### src/rtl/rename_reg_file.sv
// Architectural register file with per-register ROB rename labels.
// Combinational operand reads with commit bypass; commit/issue/flush updates on clk.
module rename_reg_file #(
    parameter int REG_NUM      = 32,
    parameter int REG_WIDTH    = 5,
    parameter int VAL_WIDTH    = 32,
    parameter int ROB_ID_WIDTH = 3
) (
    input  logic                  clk,
    input  logic                  rst_in,
    input  logic                  rdy_in,
    input  logic                  flush_in,
    input  logic [REG_WIDTH-1:0]  rs1,
    input  logic [REG_WIDTH-1:0]  rs2,
    input  logic                  issue_en,
    input  logic [REG_WIDTH-1:0]  issue_rd,
    input  logic [ROB_ID_WIDTH:0] issue_tag,
    input  logic                  commit_en,
    input  logic [REG_WIDTH-1:0]  commit_rd,
    input  logic [VAL_WIDTH-1:0]  commit_res,
    input  logic [ROB_ID_WIDTH:0] commit_lab,
    output logic [ROB_ID_WIDTH:0] rf_label1,
    output logic [ROB_ID_WIDTH:0] rf_label2,
    output logic [VAL_WIDTH-1:0]  rf_val1,
    output logic [VAL_WIDTH-1:0]  rf_val2
);

    logic [VAL_WIDTH-1:0]  val_q [REG_NUM];
    logic [ROB_ID_WIDTH:0] lab_q [REG_NUM];

    logic commit_wr;
    logic commit_clears;
    logic issue_wr;

    assign commit_wr     = commit_en && (commit_rd != '0);
    assign commit_clears = commit_wr && (lab_q[commit_rd] == commit_lab);
    assign issue_wr      = issue_en && (issue_rd != '0);

    // x0 is only ever touched by reset, so it stays zero without a special case.
    always_ff @(posedge clk or negedge rst_in) begin
        if (!rst_in) begin
            for (int i = 0; i < REG_NUM; i++) begin
                val_q[i] <= '0;
                lab_q[i] <= '0;
            end
        end else if (rdy_in) begin
            if (commit_wr)
                val_q[commit_rd] <= commit_res;
            if (flush_in) begin
                for (int i = 0; i < REG_NUM; i++)
                    lab_q[i] <= '0;
            end else begin
                if (commit_clears)
                    lab_q[commit_rd] <= '0;
                // A same-register issue is the younger producer and overrides the clear.
                if (issue_wr)
                    lab_q[issue_rd] <= issue_tag;
            end
        end
    end

    always_comb begin
        rf_label1 = '0;
        rf_val1   = '0;
        if (rs1 != '0) begin
            if (commit_en && (commit_rd == rs1) && (lab_q[rs1] == commit_lab)) begin
                rf_val1 = commit_res;
            end else begin
                rf_label1 = lab_q[rs1];
                rf_val1   = val_q[rs1];
            end
        end
    end

    always_comb begin
        rf_label2 = '0;
        rf_val2   = '0;
        if (rs2 != '0) begin
            if (commit_en && (commit_rd == rs2) && (lab_q[rs2] == commit_lab)) begin
                rf_val2 = commit_res;
            end else begin
                rf_label2 = lab_q[rs2];
                rf_val2   = val_q[rs2];
            end
        end
    end

endmodule

### config.mk
export PLATFORM = sky130hd
export DESIGN_NAME = rename_reg_file
export DESIGN_NICKNAME = d
export VERILOG_FILES = /design/src/rtl/rename_reg_file.sv
export SDC_FILE = /design/constraint.sdc
export NUM_CORES = 2
export LEC_CHECK = 0
export ABC_CLOCK_PERIOD_IN_PS = 3950
export BUFFER_PORTS_ARGS = -buffer_cell sky130_fd_sc_hd__clkbuf_2
export CORE_ASPECT_RATIO = 1.4
export CORE_MARGIN = 3
export CORE_UTILIZATION = 64
export DETAILED_ROUTE_END_ITERATION = 10
export GPL_TIMING_DRIVEN = 0
export HOLD_SLACK_MARGIN = 0.02
export PLACE_DENSITY = 0.78
export RECOVER_POWER = 50
export SLEW_MARGIN = 20
export SYNTH_ARGS = -nofsm -noshare
export SYNTH_HDL_FRONTEND = slang
export SYNTH_SLANG_ARGS = --single-unit
### constraint.sdc
create_clock -name clk -period 3.95 [get_ports clk]
set_clock_uncertainty 0.15 [all_clocks]
set_input_delay 0.395 -clock clk [delete_from_list [all_inputs] [get_ports clk]]
set_output_delay 0.395 -clock clk [all_outputs]
set_load 0.01 [all_outputs]
==> parameters.txt <==
Parameter                              Value

Logic synthesis
  Xor and xnor fraction of the mapped netlist area ... less than 1%
  FFs w/ async S/R, synth ... 100.0%
  Fraction of the mapped netlist area in simple logic gates ... 4.673%
  Number of storage elements in the synthesis netlist ... between 1000 and 1500
  Adder and majority cell fraction of the synthesized area ... 0%
  Portion of netlist area occupied by mux cells ... a little over two fifths
  Largest family of logic cells by synthesized area ... multiplexers
  Portion of the post-synthesis area used by sequential elements ... between 40% and 50%
  Most used flip-flop cell after synthesis ... dfrtp_1
  Synthesized net count ... about 4600
  Yosys synthesis warning count ... 0
  Syn Inst Count ... 4581
  EDFF count, synth ... 0
  Compound-gate portion of the synthesized area ... between 3 and 4%
  Syn Std Cell Area ... between 0.06 and 0.07 mm2
  Unique cell type count in the Yosys netlist ... 55
  Synth Area per Inst ... ~14 um2

Timing
  Slew margin rel. ... -55.83%
  Slew Viols, Final ... between 150 and 200
  Period Utilization, post-route ... 120.0%
  Minimum clock period after layout ... 4740 ps
  Hold violation count in the final report ... 0
  Fmax ... 211.0 MHz
  PnR worst setup slack ... -790.1 ps
  Unrepaired setup endpoints after global routing ... yes
  Final setup violation count ... 829
  Sum of negative setup slack ... -190030 ps
  Actual transition at the worst max-transition pin ... around 2300 ps

Finish
  Post-route cell area ... ~0.074 mm2
  Final non-filler cell total ... about 6300
  Area growth, synth to finish ... 13.29%
  Most frequent cells in the layout ... dfrtp_1, mux2_2, mux4_2
  Share of layout cells above drive strength 1 ... about 47%
  Fill count ... ~6300
  Utilization of the core after routing ... 73.43%
  Final net count ... 4981
  Most common cell after layout, fill and taps aside ... dfrtp_1

Setup path
  Worst setup path category ... input pin to primary output
  Maximum fanout along the worst path ... 10
  Data arrival time at the worst-slack endpoint ... approximately 4200 ps
  Required time reported for the critical path endpoint ... 3400 ps
  Nature of the critical path endpoint ... primary output
  Sort of element at the start of the critical path ... input pin

Placement
  Hpwl dp ... around 160000 um
  Total of buffers placed on input and output ports ... 130
  Placed cell area ... just under 0.07 mm2
  RD Place Congestion ... roughly 1.0
  Cell total after placement ... ~6000

Pwr
  Highest ir drop seen on vdd ... between 0.5 and 0.6 mV
  Standby leakage power ... 32.16 nW
  Total design power ... around 32 mW
  Pwr dens ... between 400 and 500 mW/mm2

Floorplanning
  Total die area ... roughly 0.11 mm2
  Area of the core region ... between 0.1 and 0.15 mm2
  Row count ... 137
  I/O pin total ... 138
  Die width ... between 200 and 300 um
  Die height ... approximately 380 um
  Effective utilization at floorplan ... between 60% and 70%

Clock tree
  H-tree depth ... 3
  Clk sink count ... between 1000 and 1500
  Number of clock buffers inserted by TritonCTS ... 112
  CTS tree ... done
  Cell at the root of the clock tree ... clkbuf_16
  Clock Path Buffers ... 3
  Clock latency of the later-clocked register in the worst-skew pair ... about 770 ps
  Clock transition at the registers of the reported paths ... 70 ps

Global route
  Largest net degree at the start of global routing ... 94
  Vias in the first global route ... about 50000
  Global-route wire length before repair ... between 300000 and 400000 um
  Number of antenna violations at the first check in global routing ... 7
  GRT Overall Usage ... around 47%
  Congestion Overflow GR ... 0

Drt
  Average wire per cell in the routed design ... 38.32 um
  DRC errors left ... 0
  1st-iter DRT viols ... between 6000 and 7000
  Drt pass-1 iters ... 8
  Vias per inst ... about 7.7
  Wirelength, routed ... about 240000 um
  Vias after detailed routing ... around 49000
  Remaining antenna violation count ... 0

Status
  Failing checks ... capacitance limit, slew limit, setup timing
  Status ... complete, but fails checks

Flow run
  Max-cap viol count ... 2

Min path
  Min-Delay Path Class ... input pin to flip-flop
-- power breakdown --
group	internal (mW)	total, mW	switching, mW
clock network	6.63	11.7	5.05
logic	3.19	5.92	2.73
registers	13.1	14.2	1.04
total	23.0	31.8	8.82
-- final cells by class --
type / count / area [um2] / share of cell area, %
multi-input combinational: 2941 / 34680 / 47.18
antenna: 4 / 10.01 / 0.01362
sequential: 1152 / 28860 / 39.26
clock inverter: 56 / 701.9 / 0.9549
tap: 1320 / 1652 / 2.247
inverter: 6 / 22.52 / 0.03064
timing repair buffer: 221 / 1807 / 2.458
clock buffer: 155 / 3224 / 4.387
buffer: 481 / 2554 / 3.474
-- what timing repair did --
action | 4_1_cts | 5_1_grt
setup buffers | 31 | 6
pin swaps | 7 | 2
endpoints found under the hold margin | 292 | 0
resized for setup | 358 | 87
cloned | 4 | 0
hold buffers | 40 | 0
setup endpoints to repair | 293 | 269
-- cells by family after synthesis --
kind of cell           count (synthesis)
AO/OA/AOI/OAI                        406
AND/OR/NAND/NOR                      668
multiplexers                        1849
buffers and inverters                488
XOR/XNOR                              18
flip-flops                          1152
-- registers in the layout, indices dropped and copies added, names as in the netlist --
name,flops
val_q,1024
lab_q,128
-- path summary, 6_finish.rpt --
path | startpoint | end | slack (ps) | cells past startpoint
hold / removal | issue_rd[2] | lab_q[92]$_DFFE_PN0P_ | 100 | 6
hold reg to reg | val_q[1007]$_DFFE_PN0P_ | val_q[1007]$_DFFE_PN0P_ | 330 | 1
setup reg to reg | lab_q[2]$_DFFE_PN0P_ | lab_q[62]$_DFFE_PN0P_ | 150 | 10
setup / recovery | rs2[3] | rf_val2[22] | -790 | 7
max in group asynchronous | rst_in | val_q[367]$_DFFE_PN0P_ | -170 | 7
min in group asynchronous | rst_in | lab_q[92]$_DFFE_PN0P_ | 630 | 3
-- critical path, cell delays in order --
cell and delay [ps]:
clkbuf_1 430, clkdlybuf4s15_1 880, clkbuf_1 790, clkbuf_1 820
o211ai_1 300, mux2i_4 380, buf_6 160
-- per-layer routing --
metal | routed length (um) | GRT usage [%]
met5 | 21 | 0
met2 | 109100 | 69.31
met3 | 29880 | 16.22
met1 | 78740 | 55.78
met4 | 25040 | 38.19
-- cell usage after synthesis, types with 4 or more instances --
library cell	count	area, um2
or3_1	4	25.02
nand3b_1	7	52.55
nand2b_1	73	456.7
o21ai_0	35	175.2
nand3_1	32	160.2
nor2_1	287	1077
buf_1	58	217.7
nand4_1	8	50.05
nor4_1	5	31.28
nor2b_1	16	100.1
a21boi_0	16	120.1
a22oi_1	27	202.7
nand2_1	168	630.6
o22ai_1	15	93.84
buf_2	82	410.4
a21oi_1	213	1066
mux2i_1	157	1572
nor3_1	29	145.1
inv_1	5	18.77
o211ai_1	67	503.0
a32o_1	4	40.04
clkbuf_1	335	1257
dfrtp_1	1152	28830
and2_1	15	93.84
mux2_2	999	11250
xnor2_1	16	140.1
mux4_2	690	15540
a31oi_1	17	106.4
-- stage by stage --
step	hold WS (ps)	setup WS (ps)
final	97.51	-790.1
after global routing	175.5	-749.4
after CTS	90.22	-607.5
after detailed placement	105.3	-1962
after global placement	302.0	-25880
after floorplan	-50.59	309.6
Note: power is estimated with default switching activity, not from simulation.
